==> src/rtl/uart_tx_fifo.sv <==
// Byte FIFO feeding an 8N1 UART transmitter.
// Each bit is held for BAUD_DIV cycles. A non-empty queue starts its next frame straight out of the stop bit.
module uart_tx_fifo #(
  parameter int BAUD_DIV = 868,
  parameter int DEPTH    = 16
) (
  input  logic                     clk,
  input  logic                     rst_n,
  input  logic [7:0]               in_data,
  input  logic                     in_valid,
  output logic                     in_ready,
  input  logic                     ovf_clr,
  output logic                     uart_tx,
  output logic                     tx_busy,
  output logic                     tx_done,
  output logic [$clog2(DEPTH):0]   fifo_count,
  output logic                     ovf
);

  localparam int AW = $clog2(DEPTH);
  localparam int CW = AW + 1;
  localparam int BW = $clog2(BAUD_DIV);
  localparam logic [BW-1:0] BAUD_LAST = BW'(BAUD_DIV - 1);
  localparam logic [CW-1:0] FULL      = CW'(DEPTH);

  typedef enum logic [1:0] {IDLE, START, DATA, STOP} state_t;

  state_t          state, state_n;
  logic [7:0]      mem [DEPTH];
  logic [AW-1:0]   wr_ptr, rd_ptr;
  logic [BW-1:0]   baud_cnt;
  logic [2:0]      bit_idx;
  logic [7:0]      shreg;
  logic            push, pop, bit_end, done_n;

  // Ready comes from the registered count only, so a same-cycle pop never frees a full slot.
  assign in_ready = (fifo_count != FULL);
  assign push     = in_valid && in_ready;
  assign bit_end  = (baud_cnt == '0);

  always_comb begin
    state_n = state;
    pop     = 1'b0;
    done_n  = 1'b0;
    case (state)
      IDLE:  if (fifo_count != '0) begin
               pop     = 1'b1;
               state_n = START;
             end
      START: if (bit_end) state_n = DATA;
      DATA:  if (bit_end && bit_idx == 3'd7) state_n = STOP;
      STOP:  if (bit_end) begin
               done_n = 1'b1;
               if (fifo_count != '0) begin
                 pop     = 1'b1;
                 state_n = START;
               end else begin
                 state_n = IDLE;
               end
             end
      default: state_n = IDLE;
    endcase
  end

  always_ff @(posedge clk) begin
    if (push) mem[wr_ptr] <= in_data;
  end

  always_ff @(posedge clk) begin
    if (!rst_n) begin
      wr_ptr     <= '0;
      rd_ptr     <= '0;
      fifo_count <= '0;
      ovf        <= 1'b0;
    end else begin
      if (push) wr_ptr <= wr_ptr + AW'(1);
      if (pop)  rd_ptr <= rd_ptr + AW'(1);
      case ({push, pop})
        2'b10:   fifo_count <= fifo_count + CW'(1);
        2'b01:   fifo_count <= fifo_count - CW'(1);
        default: fifo_count <= fifo_count;
      endcase
      // A dropped write beats a clear in the same cycle.
      if (in_valid && !in_ready) ovf <= 1'b1;
      else if (ovf_clr)          ovf <= 1'b0;
    end
  end

  always_ff @(posedge clk) begin
    if (!rst_n) begin
      state    <= IDLE;
      uart_tx  <= 1'b1;
      tx_busy  <= 1'b0;
      tx_done  <= 1'b0;
      baud_cnt <= '0;
      bit_idx  <= '0;
      shreg    <= '0;
    end else begin
      state   <= state_n;
      tx_done <= done_n;
      tx_busy <= (state_n != IDLE);
      if (pop) begin
        shreg    <= mem[rd_ptr];
        baud_cnt <= BAUD_LAST;
        uart_tx  <= 1'b0;
      end else begin
        case (state)
          START: if (bit_end) begin
                   baud_cnt <= BAUD_LAST;
                   bit_idx  <= 3'd0;
                   uart_tx  <= shreg[0];
                 end else begin
                   baud_cnt <= baud_cnt - BW'(1);
                 end
          DATA:  if (bit_end) begin
                   baud_cnt <= BAUD_LAST;
                   bit_idx  <= bit_idx + 3'd1;
                   uart_tx  <= (bit_idx == 3'd7) ? 1'b1 : shreg[bit_idx + 3'd1];
                 end else begin
                   baud_cnt <= baud_cnt - BW'(1);
                 end
          STOP:  if (bit_end) uart_tx <= 1'b1;
                 else         baud_cnt <= baud_cnt - BW'(1);
          default: uart_tx <= 1'b1;
        endcase
      end
    end
  end

endmodule

==> config.mk <==
export PLATFORM = sky130hd
export DESIGN_NAME = uart_tx_fifo
export DESIGN_NICKNAME = d
export VERILOG_FILES = /design/src/rtl/uart_tx_fifo.sv
export SDC_FILE = /design/constraint.sdc
export NUM_CORES = 1
export LEC_CHECK = 0
export CAP_MARGIN = 20
export CORE_MARGIN = 2
export CORE_UTILIZATION = 55
export CTS_BUF_LIST = sky130_fd_sc_hd__clkbuf_16
export DETAILED_ROUTE_END_ITERATION = 7
export PLACE_DENSITY = 0.75
export SLEW_MARGIN = 25
export SYNTH_ARGS = -nofsm -noshare
export SYNTH_HDL_FRONTEND = slang
export SYNTH_SLANG_ARGS = --single-unit
==> constraint.sdc <==
create_clock -name clk -period 3.35 [get_ports clk]
set_clock_uncertainty 0.1 [all_clocks]
set_input_delay 0.67 -clock clk [delete_from_list [all_inputs] [get_ports clk]]
set_output_delay 0.67 -clock clk [all_outputs]
set_load 0.005 [all_outputs]
# After elaboration in Yosys (flattened, before gate mapping)
# Memories as Yosys holds them, arrays and structs flattened. A register that Yosys moved wholly into a read port is not among the register bits.
# Cells that the tools add are included.
# word_totals
reg_bits	32
latch_bits	0
mem_bits_rw	128
rom_bits	0
in_bits	12
out_inout_bits	10
word_cells	86
mem_count	1
# op_classes
addsub	6
mul	0
div	0
order_cmp	1
eq_ne	14
shift	0
mux	30
n_bitwise	2
reduce_logical	21
# mem_list
name	words	word_bits	rd	rd_clocked_by_memory_dff	write_ports	line	source
mem	16	8	1	1	1	29	logic [7:0] mem [DEPTH];
# ops
op	count
10-bit 2-to-1 mux	3
10-bit one-hot mux with 2 select lines	1
1-bit 2-to-1 mux	14
3-bit != test (second input constant)	4
10-bit zero test	1
5-bit one-hot mux with 2 select lines	1
2-bit nonzero test	5
10-bit by 1-bit subtractor with 10-bit output (second input constant)	1
4-bit by 1-bit adder with 4-bit output (second input constant)	2
2-bit 2-to-1 mux	4
2-bit one-hot mux with 4 select lines	1
2-bit == test (second input constant)	3
3-bit 2-to-1 mux	2
2-bit != test (second input constant)	3
3-bit one-hot mux with 2 select lines	1
2-bit AND reduction	3
5-bit by 1-bit adder with 5-bit output (second input constant)	1
5-bit != test (second input constant)	1
5-bit nonzero test	1
5-bit by 1-bit subtractor with 5-bit output (second input constant)	1
2-bit by 1-bit == test with 1-bit output (second input constant)	2
3-bit by 4-bit less-than comparator with 1-bit output (second input constant)	1
4-bit AND reduction	1
2-bit OR reduction	2
other kinds (11)	15

# Longest topological paths before layout
# Gate-level depths: netlist of the first run.
# logic_depth
word_depth	7
ltp_mapped	15
mapped_depth_nobuf	14

# Worst setup path after synthesis of the first run
# OpenSTA, ideal clock, no wires.
# synth_path
path_type	reg2reg
from	reg baud_cnt[0]
to	reg fifo_count[4]
setup_ns	0.126
t_arrival_ns	2.908
t_required_ns	3.124
setup_slack_ns	0.217
stages_incl_launch_ff	16
n_path_buf	1
period_less_slack_ns	3.133
path_cell_list	dfxtp_1 -> inv_1 -> ha_1 -> nor2b_1 -> a41oi_1 -> or3_1 -> buf_6 -> clkinv_4 -> ha_1 -> xor2_1 -> ha_1 -> a21oi_1 -> o22ai_1 -> a222oi_1 -> or3_1 -> a21boi_0
# synth_via
elab_chain_len	5
word_cells_on_any_way	7
cone_classes	2 x eq/ne; 3 x mux; 2 x reduce/logical
# synth_rtl
item	line	source
start, declared	31	logic [BW-1:0] baud_cnt;
start signal, assigned	113	baud_cnt <= baud_cnt - BW'(1);
start signal, assigned	120	baud_cnt <= baud_cnt - BW'(1);
start signal, assigned	123	else baud_cnt <= baud_cnt - BW'(1);
10-bit zero test *	39	assign bit_end = (baud_cnt == '0);
1-bit 2-to-1 mux *	52	STOP: if (bit_end) begin
1-bit one-hot mux with 2 select lines *	45	case (state)
named net pop	34	logic push, pop, bit_end, done_n;
2-bit by 1-bit == test with 1-bit output or 2-bit == test (tied branches)	78	case ({push, pop})
5-bit one-hot mux with 2 select lines or 2-bit nonzero test (tied branches)	-	
end signal, assigned	79	2'b10: fifo_count <= fifo_count + CW'(1);
end signal, assigned	80	2'b01: fifo_count <= fifo_count - CW'(1);
end signal, assigned	81	default: fifo_count <= fifo_count;
end, declared	16	output logic [$clog2(DEPTH):0] fifo_count,
# The timed path passes the listed nets; every way through them passes the cells marked *.
# A chain may end at the register's enable or synchronous reset.

# Worst setup path after layout of the first run
# Same ends and word-level chain as after synthesis.

==> results.sh, run 1 <==
export IMPL_critical_path_arrival_ps=3400
export IMPL_dr_pass1_iters=5
export IMPL_clkLatencyLatePin_ps=430
export IMPL_yosysMostFrequentCell="edfxtp_1"
export IMPL_die_area_um2=13800
export IMPL_design_area_um2=8260
export IMPL_worst_r2r_endpoint="fifo_count[4]$_SDFFE_PN0P_"
export IMPL_crit_path_end_kind="register"
export IMPL_synthMuxAreaShare_pct=11.3
export IMPL_drive_gt1_share_pct=19.2
export IMPL_grt_pass1_wl_um=22900
export IMPL_synth_top_area_share_pct=54.1
export IMPL_path_max_fanout=6
export IMPL_antenna_found_initial=0
export IMPL_synth_top_family_by_area="multiplexers"
export IMPL_async_flop_share_pct=0
export IMPL_ys_seq_elements=168
export IMPL_period_share_pct=93.8
export IMPL_drt_initial_drc_count=467
export IMPL_rsz0062_at_grt="no"
export IMPL_wl_per_cell_um=20.7
export IMPL_crit_type="reg2reg"
export IMPL_setup_viol=0
export IMPL_grt_overflow=0
export IMPL_grt_max_degree=37
export IMPL_start_util_pct=56.3
export IMPL_r2r_setup_slack_ps=210
export IMPL_cts_num_sinks=168
export IMPL_diodes=0
export IMPL_multiInputGateArea_um2=2300
export IMPL_ys_warnings_count=0
export IMPL_ctsLongestPathBuffers=2
export IMPL_cts_max_level=4
export IMPL_grt_use_total_pct=21.9
export IMPL_synthDistinctLibCells=62
export IMPL_place_gp_congestion=0.814
export IMPL_synthAdderAreaFrac_pct=2.64
export IMPL_nets=534
export IMPL_period_minus_slack_ps=3140
export IMPL_fmax_mhz=318
export IMPL_die_h_um=118
export IMPL_clockRootBuffer="clkbuf_16"
export IMPL_nFillCells=901
export IMPL_syn_nets=493
export IMPL_synth_top_area_cell="edfxtp_1"
export IMPL_worstPathCellList="inv_1, ha_1, nor2b_4, a41oi_1, or3_1, clkinv_4, ha_2, xor2_1, ha_1, a21oi_2, o22ai_1, a222oi_1, o21ai_0, a21boi_0"
export IMPL_drv_cap=0
export IMPL_yosys_top_cells_count="128 x edfxtp_1, 40 x dfxtp_1, 32 x mux4_2"
export IMPL_fin_cells=692
export IMPL_synth_xor_area_share_pct=1.60
export IMPL_power_density_nw_per_um2=770
export IMPL_slowest_delay_ps=440
export IMPL_regArea_um2=4650
export IMPL_ant_nets=0
export IMPL_syn_inst=466
export IMPL_synth_area_leaders="edfxtp_1 54%, dfxtp_1 11%, mux4_2 10%, ha_1 2.6%, a22o_1 1.7%"
export IMPL_area_delta_synth_final_pct=16.2
export IMPL_hold_end="shreg[6]$_SDFFE_PN0P_"
export IMPL_critPathLaunchType="register"
export IMPL_cp_required_ps=3600
export IMPL_reg2regPathDepth=14
export IMPL_coreArea_um2=12600
export IMPL_startpoint="baud_cnt[0]$_SDFFE_PN0P_"
export IMPL_avgViaCountPerCell=5.98
export IMPL_synth_enable_flop_cells=128
export IMPL_cts_made_buffers=17
export IMPL_worstMarginPinSlew_ps=794
export IMPL_hold_path_class="reg2reg"
export IMPL_fin_util_pct=65.4
export IMPL_cpMaxStageDelayCell="or3_1"
export IMPL_dp_hpwl_um=9080
export IMPL_num_rows=41
export IMPL_place_inst=660
export IMPL_placed_area_um2=7610
export IMPL_power_leakage_nw=2.80
export IMPL_holdPathStages=2
export IMPL_die_w_um=118
export IMPL_port_buffer_count=21
export IMPL_grt_pass1_vias=4149
export IMPL_synth_compound_area_share_pct=7.99
export IMPL_min_from="shreg[6]$_SDFFE_PN0P_"
export IMPL_r2r_start="baud_cnt[0]$_SDFFE_PN0P_"
export IMPL_slew_headroom_pct=46.9
export IMPL_synth_area_um2=7110
export IMPL_post_cts_buffers=0
export IMPL_drc=0
export IMPL_timing_hold_ws_ps=370
export IMPL_yosysSeqAreaShare_pct=65.4
export IMPL_cts_tree="done"
export IMPL_outcome="completed"
export IMPL_synth_simple_area_share_pct=8.71
export IMPL_wirelength_um=14300
export IMPL_clk_pin_slew_ps=60
export IMPL_synthFlopType="edfxtp_1"
export IMPL_syn_avg_cell_area_um2=15.3
export IMPL_ios=22
export IMPL_max_vdd_ir_drop_mv=0.518
export IMPL_finalHoldViolations=0
export IMPL_power_w=0.00636
export IMPL_crit_path_frequent_cell="ha_1"
export IMPL_vias=4135
export IMPL_drv_slew=0
## stage by stage
stage               worst slack, ps  TNS (ps)
global placement                133         0
floorplan                       217         0
CTS                            9.13         0
global route                  0.685         0
finish                          207         0
detailed placement            -22.2     -22.2
## placed cells by master (no fill, tap or decap), drive strengths merged, types with 3 or more instances in the layout
cell type / Yosys / final
a21boi: 10 / 10
a21oi: 8 / 8
a22o: 14 / 14
a41oi: 3 / 3
and2: 7 / 7
and3: 3 / 3
buf: 12 / 25
bufinv: 0 / 4
clkbuf: 12 / 17
clkdlybuf4s50: 0 / 21
clkinv: 1 / 4
dfxtp: 40 / 40
edfxtp: 128 / 128
ha: 15 / 15
inv: 13 / 20
mux2i: 7 / 7
mux4: 32 / 32
nand2: 21 / 21
nand2b: 6 / 6
nand3: 13 / 13
nand4: 3 / 3
nor2: 31 / 31
nor2b: 9 / 9
nor3: 7 / 7
nor4: 5 / 5
o211a: 3 / 3
o21ai: 15 / 15
o22ai: 3 / 3
or3: 4 / 4
xnor2: 8 / 8
xor2: 5 / 5
## flip-flops by register name (all words and copies together), names as in the netlist, 2 cells and up
name,cells
baud_cnt,10
rd_ptr,4
shreg,8
wr_ptr,4
mem,128
bit_idx,3
fifo_count,5
state,2
## area by class of cell
cell class / instances / area share (%)
Sequential cell: 168 / 56.2
Multi-Input combinational cell: 260 / 27.9
Clock buffer: 17 / 5.15
Timing Repair Buffer: 46 / 4.82
Tap cell: 172 / 2.61
Clock inverter: 15 / 2.58
Inverter: 14 / 0.697
## worst max-delay path, delay by kind of cell, from the launching register on
family                     cells  cell delay (ps)
AOI/OAI and AO/OA              6             1060
DFF                            1              330
and+or+nand+nor                2              650
xor gates and xnor gates       1               90
buffers and inverters          2              190
adders and majority gates      3              650
## where the power goes
group          switching (W)  leakage [nW]  total (W)  internal (W)
logic               0.000882          1.01    0.00165      0.000767
clock network       0.000834         0.310    0.00210       0.00127
registers           0.000173          1.48    0.00261       0.00243
total                0.00189          2.80    0.00636       0.00447
## kinds of logic (layout without fill, tap and decap cells)
group | after synthesis | in the layout
XOR/XNOR | 13 | 13
flip-flops | 168 | 168
AO/OA/AOI/OAI | 77 | 77
adder cells (fa/ha/maj) | 15 | 15
AND/OR/NAND/NOR | 115 | 115
multiplexers | 40 | 40
buffers and inverters | 38 | 92
## how the worst max path moves through the flow
stage / endpoint / slack, ps
floorplan: fifo_count[4]$_SDFFE_PN0P_ / 220
global placement: fifo_count[4]$_SDFFE_PN0P_ / 130
detailed placement: fifo_count[4]$_SDFFE_PN0P_ / -20
CTS: fifo_count[4]$_SDFFE_PN0P_ / 9
global route: fifo_count[4]$_SDFFE_PN0P_ / 0.7
finish: fifo_count[4]$_SDFFE_PN0P_ / 210
## layer usage
layer | GRT usage (%) | wire length (um) | vias up
li1 | - | - | 1893
met1 | 28.1 | 5840 | 2090
met2 | 36.8 | 7410 | 139
met3 | 5.81 | 851 | 13
met4 | 6.93 | 198 | 0
met5 | 0 | 0 | -
## timing repair
action | CTS | global route
pin swaps | 0 | 2
hold buffers | 0 | 0
gates resized for setup | 1 | 3
endpoints found under the setup margin | 1 | 2
(Power assumes the default switching activity.)
==> run 2: changes to the inputs <==
--- a/config.mk
+++ b/config.mk
@@ -9,6 +9,7 @@
 export CORE_MARGIN = 2
 export CORE_UTILIZATION = 55
 export CTS_BUF_LIST = sky130_fd_sc_hd__clkbuf_16
+export CTS_CLUSTER_DIAMETER = 200
 export DETAILED_ROUTE_END_ITERATION = 7
 export PLACE_DENSITY = 0.75
 export SLEW_MARGIN = 25
==> results of run 2 <==
No change in the layout: final DEF, timing and power equal those of run 1.
